--- src/rtl/cnn_pkg.sv ---
// Shared constants and FSM state type for the CNN feature-map pipeline.
package cnn_pkg;

  localparam int unsigned FMAP_W     = 8;
  localparam int unsigned FMAP_H     = 8;
  localparam int unsigned ACC_W      = 16;
  localparam int unsigned FMAP_DEPTH = FMAP_W * FMAP_H;

  typedef enum logic [1:0] {
    IDLE = 2'd0,
    FILL = 2'd1,
    DONE = 2'd2
  } state_e;

endpackage

--- src/rtl/fmap_ram_sdp.sv ---
// Simple dual-port feature-map RAM: one write port, one registered read-first read port.
module fmap_ram_sdp #(
  parameter int unsigned DEPTH  = 64,
  parameter int unsigned DATA_W = 8,
  parameter int unsigned ADDR_W = 7
) (
  input  logic              clk,
  input  logic              rst,
  input  logic              wr_en_i,
  input  logic [ADDR_W-1:0] wr_addr_i,
  input  logic [DATA_W-1:0] wr_data_i,
  input  logic              rd_en_i,
  input  logic [ADDR_W-1:0] rd_addr_i,
  output logic [DATA_W-1:0] rd_data_o
);

  localparam int unsigned IDX_W = $clog2(DEPTH);

  logic [DATA_W-1:0] mem [DEPTH];
  logic [DATA_W-1:0] rd_data_q;

  // Array storage carries no reset; the writer only ever presents in-range addresses.
  always_ff @(posedge clk) begin
    if (wr_en_i) begin
      mem[wr_addr_i[IDX_W-1:0]] <= wr_data_i;
    end
  end

  // Out-of-range reads return zero; a same-cycle write is not yet visible (read-first).
  always_ff @(posedge clk) begin
    if (rst) begin
      rd_data_q <= '0;
    end else if (rd_en_i) begin
      rd_data_q <= (rd_addr_i < ADDR_W'(DEPTH)) ? mem[rd_addr_i[IDX_W-1:0]] : '0;
    end
  end

  assign rd_data_o = rd_data_q;

endmodule

--- src/rtl/conv5_fmap_writer.sv ---
// Conv-5 producer: requantizes the accumulator stream into an 8x8 map buffer and
// exposes the read port plus ready/complete handshakes for the layer-6 consumer.
module conv5_fmap_writer #(
  parameter int unsigned FMAP_W = cnn_pkg::FMAP_W,
  parameter int unsigned FMAP_H = cnn_pkg::FMAP_H,
  parameter int unsigned ACC_W  = cnn_pkg::ACC_W,
  parameter int unsigned SHIFT  = 6,
  parameter int unsigned LEAD   = 16,
  parameter int unsigned ADDR_W = 7
) (
  input  logic                    clk,
  input  logic                    rst,
  input  logic                    layer_5_write_begin,
  input  logic                    acc_valid,
  input  logic signed [ACC_W-1:0] acc_in,
  input  logic                    rd_en,
  input  logic [ADDR_W-1:0]       rd_addr,
  output logic [7:0]              rd_data,
  output logic                    conv_5_ready,
  output logic                    conv_5_write_complete,
  output logic [ADDR_W-1:0]       wr_addr,
  output logic                    overflow_err
);

  import cnn_pkg::*;

  localparam int unsigned DEPTH = FMAP_W * FMAP_H;
  localparam int unsigned T_W   = ACC_W + 1;
  localparam int unsigned CMP_W = ADDR_W + 1;

  state_e state_q, state_d;

  logic [ADDR_W-1:0] wr_addr_q, wr_addr_d;
  logic              ready_q, ready_d;
  logic              complete_q, complete_d;
  logic              overflow_q, overflow_d;
  logic              wr_en_c;

  logic signed [T_W-1:0] t_c;
  logic signed [T_W-1:0] y_c;
  logic [7:0]            q_c;

  // Round-half-up, arithmetic shift, then ReLU clamp and saturate to 8 bits.
  always_comb begin
    t_c = $signed({acc_in[ACC_W-1], acc_in}) + $signed(T_W'(1) << (SHIFT - 1));
    y_c = t_c >>> SHIFT;
    q_c = y_c[7:0];
    if (y_c[T_W-1]) begin
      q_c = 8'd0;
    end else if (y_c[T_W-2:8] != '0) begin
      q_c = 8'd255;
    end
  end

  always_ff @(posedge clk) begin
    if (rst) begin
      state_q <= IDLE;
    end else begin
      state_q <= state_d;
    end
  end

  // Begin always restarts a frame and outranks any same-cycle sample.
  always_comb begin
    state_d = state_q;
    if (layer_5_write_begin) begin
      state_d = FILL;
    end else begin
      case (state_q)
        FILL: begin
          if (acc_valid && (wr_addr_q == ADDR_W'(DEPTH - 1))) begin
            state_d = DONE;
          end
        end
        default: begin
        end
      endcase
    end
  end

  always_comb begin
    wr_en_c    = 1'b0;
    wr_addr_d  = wr_addr_q;
    ready_d    = 1'b0;
    complete_d = 1'b0;
    overflow_d = overflow_q;
    if (layer_5_write_begin) begin
      wr_addr_d  = '0;
      overflow_d = 1'b0;
    end else begin
      case (state_q)
        FILL: begin
          wr_en_c = acc_valid;
          if (acc_valid) begin
            wr_addr_d = wr_addr_q + ADDR_W'(1);
          end
          ready_d = ({1'b0, wr_addr_q} >= ({1'b0, rd_addr} + CMP_W'(LEAD)));
        end
        DONE: begin
          ready_d    = 1'b1;
          complete_d = 1'b1;
          overflow_d = overflow_q | acc_valid;
        end
        default: begin
        end
      endcase
    end
  end

  always_ff @(posedge clk) begin
    if (rst) begin
      wr_addr_q  <= '0;
      ready_q    <= 1'b0;
      complete_q <= 1'b0;
      overflow_q <= 1'b0;
    end else begin
      wr_addr_q  <= wr_addr_d;
      ready_q    <= ready_d;
      complete_q <= complete_d;
      overflow_q <= overflow_d;
    end
  end

  fmap_ram_sdp #(
    .DEPTH  (DEPTH),
    .DATA_W (8),
    .ADDR_W (ADDR_W)
  ) u_ram (
    .clk       (clk),
    .rst       (rst),
    .wr_en_i   (wr_en_c),
    .wr_addr_i (wr_addr_q),
    .wr_data_i (q_c),
    .rd_en_i   (rd_en),
    .rd_addr_i (rd_addr),
    .rd_data_o (rd_data)
  );

  assign conv_5_ready          = ready_q;
  assign conv_5_write_complete = complete_q;
  assign wr_addr               = wr_addr_q;
  assign overflow_err          = overflow_q;

endmodule

--- config.mk ---
export PLATFORM = sky130hd
export DESIGN_NAME = conv5_fmap_writer
export DESIGN_NICKNAME = d
export VERILOG_FILES = /design/src/rtl/cnn_pkg.sv /design/src/rtl/fmap_ram_sdp.sv /design/src/rtl/conv5_fmap_writer.sv
export SDC_FILE = /design/constraint.sdc
export NUM_CORES = 1
export LEC_CHECK = 0
export ABC_AREA = 1
export CAP_MARGIN = 15
export CORE_UTILIZATION = 62
export DETAILED_ROUTE_END_ITERATION = 10
export PLACE_DENSITY = 0.79
export SLEW_MARGIN = 25
export SYNTH_ARGS = -nofsm -noshare
export SYNTH_HDL_FRONTEND = slang
export SYNTH_HIERARCHICAL = 1
export SYNTH_SLANG_ARGS = --single-unit
--- constraint.sdc ---
create_clock -name clk -period 2.8 [get_ports clk]
set_input_delay 0.42 -clock clk [delete_from_list [all_inputs] [get_ports clk]]
set_output_delay 0.42 -clock clk [all_outputs]
set_load 0.03 [all_outputs]
== Word level (Yosys, flattened, before mapping) ==
Memories as Yosys holds them, arrays and structs flattened.
Index checks and enable logic that the tools add are counted.

* Add/subtract/negate cells: 3
* $lt $le $gt $ge: 2
* Equal/unequal tests: 3
* Multiplexer cells: 12
* Bitwise operators: 1
* Reduce and logical (&&, ||, !) cells: 8

{| class="wikitable"
|+ Operators with widths
! kind !! number
|-
| 8-bit 2-to-1 mux || 3
|-
| 16-bit by 7-bit adder with 17-bit output, second input constant || 1
|-
| 7-bit by 5-bit adder with 8-bit output, second input constant || 1
|-
| 7-bit by 8-bit >= comparator with 1-bit output || 1
|-
| 1-bit 2-to-1 mux || 8
|-
| 8-bit nonzero test || 1
|-
| 7-bit by 1-bit adder with 7-bit output, second input constant || 1
|-
| 7-bit by 6-bit == test with 1-bit output, second input constant || 1
|-
| 7-bit less-than comparator, second input constant || 1
|-
| 2-bit AND reduction || 3
|-
| 2-bit nonzero test || 2
|-
| 2-bit by 1-bit == test with 1-bit output, second input constant || 1
|-
| 2-bit == test, second input constant || 1
|-
| 1-bit one-hot mux with 2 select lines || 1
|-
| 2-bit OR reduction || 1
|-
| 1-bit logical AND || 1
|-
| 1-bit OR || 1
|}

* Register bits: 20
* Memory bits (writable): 512
* Input bits: 28
* Output and inout port bits: 18
* Word-level logic and storage cells: 37
* Memories kept: 1

{| class="wikitable"
|+ Memories
! name !! words !! width !! read ports !! clocked after Yosys merged registers in !! write ports !! RTL line !! text
|-
| u_ram.mem || 64 || 8 || 1 || 0 || 1 || fmap_ram_sdp.sv:19 || <nowiki>logic [DATA_W-1:0] mem [DEPTH];</nowiki>
|}

== Depth between registers and ports, before layout ==
* Depth after elaboration: 5
* Mapped depth: 14
* Depth with buffers taken out: 11

== By module ==
The synthesis kept the hierarchy.

{| class="wikitable"
|+ By module, submodules not included
! module !! times used !! cells each !! area an instance (µm²) !! seq. area each (µm²)
|-
| fmap_ram_sdp || 1 || 1832 || 21400.5 || 15534.9
|-
| conv5_fmap_writer || 1 || 164 || 1083.5 || 240.2
|}

== Least setup slack after synthesis ==
No wires, ideal clock.

* Path type: flip-flop to flip-flop
* Start point: register state_q[1]
* End point: memory u_ram.mem[48][0] (enable)
* Setup time: 395 ps
* Arrival: 2102 ps
* Required time: 2405 ps
* Setup slack: 303 ps
* Stages on the path, launching flop included: 8
* Path buffers: 1
* Period minus slack after synthesis: 2497 ps
* Path through: dfxtp_1 -> inv_1 -> ha_1 -> nand2_2 -> nor2_1 -> clkbuf_1 -> nand4_1 -> nor4_1

* Cells in the longest elaborated chain, start to end: 5

{| class="wikitable"
|+ RTL lines
! element !! RTL line !! text
|-
| from (decl) || conv5_fmap_writer.sv:31 || <nowiki>state_e state_q, state_d;</nowiki>
|-
| from (signal assigned) || conv5_fmap_writer.sv:59 || <nowiki>state_q <= state_d;</nowiki>
|-
| 2-bit by 1-bit == test with 1-bit output || conv5_fmap_writer.sv:91 || <nowiki>case (state_q)</nowiki>
|-
| 1-bit 2-to-1 mux || conv5_fmap_writer.sv:91 ||
|-
| 1-bit 2-to-1 mux || conv5_fmap_writer.sv:87 || <nowiki>if (layer_5_write_begin) begin</nowiki>
|-
| via wr_en_c || conv5_fmap_writer.sv:37 || <nowiki>logic wr_en_c;</nowiki>
|-
| 1-bit 2-to-1 mux || fmap_ram_sdp.sv:24 || <nowiki>if (wr_en_i) begin</nowiki>
|-
| 1-bit 2-to-1 mux (not written as such) || fmap_ram_sdp.sv:25 || <nowiki>mem[wr_addr_i[IDX_W-1:0]] <= wr_data_i;</nowiki>
|-
| to (decl) || fmap_ram_sdp.sv:19 ||
|}

The timed path passes the listed nets, and every way through them passes these cells.

== Final worst setup path ==
* Start point: register wr_addr_q[0] (netlist: wr_addr[0])
* End point: output wr_addr[0]

{| class="wikitable"
|+ RTL lines
! element !! RTL line !! text
|-
| from (decl) || conv5_fmap_writer.sv:33 || <nowiki>logic [ADDR_W-1:0] wr_addr_q, wr_addr_d;</nowiki>
|-
| from (signal assigned) || conv5_fmap_writer.sv:117 || <nowiki>wr_addr_q <= wr_addr_d;</nowiki>
|-
| to (decl) || conv5_fmap_writer.sv:21 || <nowiki>output logic [ADDR_W-1:0] wr_addr,</nowiki>
|}

No word-level cell between the ends.

==> qor.txt <==
Top Family by Delay on Critical Path -> buffers and inverters
Yosys warnings -> 6
Vias per cell -> 5.953
Post-CTS Setup Bufs -> 0
Final core utilization -> 0.7087
Drt pass-1 iters -> 7
Avg Inst Size Synth -> 11.26 sq um
Largest net degree at the start of global routing -> 97
Clock latency on the worst-skew pair -> 560 ps
Hold Slack -> 465.7 ps
Port bufs -> 40
RSZ-0062 raised after global routing -> false
Number of core rows -> 69
CP max stage delay -> 780 ps
GRT busiest layer -> met2
Max Cap Viol -> 0
I/O pin count -> 46
GRT Total Usage -> 0.2848
Die height -> 192.4 um
WL final -> 51.75 mm
Max FO, Critical Path -> 13
Max Freq -> 410.8 MHz
Most common cell after layout, fill and taps aside -> nand2_1
Initial core utilization -> 0.6306
GPL Wtd Cong -> 0.8724
Final Net Count -> 2,121
Met2 usage -> 0.4744
First-pass GRT wire length -> 79.53 mm
Adder-Cell Fraction of Synth Area -> 0.006678
TritonCTS Buffers -> 50
TritonCTS clock tree -> built
Reg2reg start -> state_q[1]$_SDFFE_PP0P_
Number of global-route vias before repair -> 14,590
Area delta synth->final -> 12.39%
Critical Path End Type -> output port
Worst VDD drop -> 607.5 uV
Cells after Synth -> 1,996
Synth Area in Compound Gates -> 0.005676
Arrival time at the worst endpoint -> 2010 ps
Mux share of post-synthesis cell area -> 0
M3 GR Usage -> 0.03783
CP Class -> flip-flop to output port
Status -> finished clean
Synthesized area -> 22,480 sq um
Wire per inst -> 20.06 um
Req. time, crit path -> 2380 ps
Post-route ant nets -> 0
Reg clk slew, reported paths -> 60 ps
Minimum clock period after layout -> 2434 ps
Worst path bufs/invs -> 1
Post-synth cell types -> 37
Final TNS setup -> 0 ps
Post_cts resized -> 0
Power Density -> 646.0 nW/um^2
Hold Path Origin -> u_ram/rd_data_o[5]$_SDFFE_PP0P_
Net Count, Synth -> 2,036
Slowest library cell on the worst path -> clkdlybuf4s50_1
# clock sinks -> 532
Initial antenna violation count -> 0
Final setup viols -> 0
Sequential fraction of the synthesis area -> 0.7016
Max Clock Skew -> 22.14 ps
Critical Path Start Type -> flip-flop
N_diodes -> 0
Slew margin rel. -> 0.4428
Final Hold Viols -> 0
Synth top area share -> 0.6838
Most frequent cells in the layout -> nand2_1, edfxtp_1, nand3_1
Die area -> 37,030 sq um
Clock Path Buffers -> 3
Crit path from -> wr_addr[0]$_SDFFE_PP0P_
Fin. max-slew vios -> 0
Met1 usage in global routing -> 0.3813
Routed via count -> 15,350
Total leakage power -> 9.344 nW
DRT iter0 DRCs -> 1,913
Core area -> 35,660 sq um
Ratio of cells with drive above 1 in the final layout -> 0.09726
Ranking of synthesized cells by area -> edfxtp_1, nand2_1, nand3_1, dfxtp_1, buf_6
Synth area leader -> edfxtp_1
Largest family of logic cells by synthesized area -> simple AND/OR/NAND/NOR gates
Slew @ Worst Pin -> 835.7 ps
Post-CTS Hold Fix Bufs -> 0
Root buffer cell -> clkbuf_16
Chip Width -> 192.4 um
Gr ovfl total -> 0
Yosys reg bits -> 532
Critical Path, Cell by Cell -> clkdlybuf4s50_1
Post-Synth Simple-Gate Area -> 0.2413
Tcrit/Tclk final -> 0.8694
Remaining DRCs -> 0
H-Tree Level Count -> 2
DP HPWL -> 29.87 mm
# fillers -> 2,348
Synth Area in XOR/XNOR -> 0.002337
Hold WC Path Type -> flip-flop to flip-flop
[report_power, final]
| part | total, mW | switching (mW) | internal, mW | leakage (nW) |
|---|---|---|---|---|
| combinational | 1.10 | 0.784 | 0.311 | 3.81 |
| sequential | 8.77 | 0.00853 | 8.76 | 4.78 |
| clock | 6.46 | 2.77 | 3.68 | 0.756 |
[flip-flops by register name (all words and copies together) (netlist names)]
signal                 count
u_ram/rd_data_o            8
state_q                    2
wr_addr                    7
overflow_err               1
conv_5_write_complete      1
conv_5_ready               1
u_ram/mem                512
[worst paths after layout]
check                                    end  slack [ps]  cells after the start
max                               wr_addr[0]         370                      1
min          u_ram/rd_data_o[5]$_SDFFE_PP0P_         470                      2
max reg2reg       u_ram/mem[50][6]$_DFFE_PP_         600                      8
min reg2reg  u_ram/rd_data_o[5]$_SDFFE_PP0P_         470                      2
[layout make-up]
class,count,area (sq um),share of cell area
sequential,532,15780,0.6242
multi-input combinational,1301,5756,0.2278
timing repair buffer,147,1423,0.05630
clock buffer,60,1310,0.05184
tap,461,576.8,0.02283
clock inverter,29,237.7,0.009407
inverter,49,192.7,0.007625
[cells by family (layout without fill, tap and decap cells)]
group           count (synthesis)  after routing
compound gates                 25             25
xor+xnor                        6              6
fa+ha+maj                      12             12
flops                         532            532
simple gates                 1258           1258
buf+inv                       163            285
[routing by layer]
layer / vias up / share of wire
li1: 7103 / -
met1: 7314 / 0.38
met2: 788 / 0.50
met3: 148 / 0.086
met4: 0 / 0.039
met5: - / 0
[cell usage after synthesis]
| library cell | number |
|---|---|
| o21ai_0 | 5 |
| nand2_2 | 6 |
| clkbuf_1 | 23 |
| buf_2 | 14 |
| nor4_1 | 8 |
| nor2_2 | 2 |
| inv_4 | 1 |
| ha_1 | 12 |
| buf_6 | 24 |
| clkinv_1 | 1 |
| nand2_1 | 702 |
| nor3b_1 | 2 |
| nand3b_1 | 2 |
| a21oi_1 | 18 |
| or2_1 | 1 |
| buf_1 | 22 |
| o21a_1 | 1 |
| nor3_1 | 1 |
| inv_6 | 1 |
| buf_12 | 1 |
| buf_4 | 29 |
| buf_8 | 1 |
| inv_2 | 3 |
| nand3_2 | 3 |
| edfxtp_1 | 512 |
| xnor2_1 | 5 |
| nor2_4 | 2 |
| o21ai_1 | 1 |
| nand4_1 | 10 |
| nand2_4 | 1 |
| or2_0 | 1 |
| xor2_1 | 1 |
| nor2_1 | 66 |
| inv_1 | 43 |
| dfxtp_1 | 20 |
| nand3_1 | 450 |
| nor3_4 | 1 |
[metrics by stage]
stage / setup slack, ps / power [mW] / instances / cell area (sq um)
floorplan: 302.9 / 9.648 / 1996 / 22480
global placement: 278.4 / 9.977 / 2490 / 23720
detailed placement: 204.6 / 10.01 / 2490 / 23720
CTS: 339.6 / 16.35 / 2579 / 25270
global route: 277.1 / 16.74 / 2579 / 25270
finish: 365.7 / 16.33 / 2579 / 25270
(Power assumes the default switching activity.)
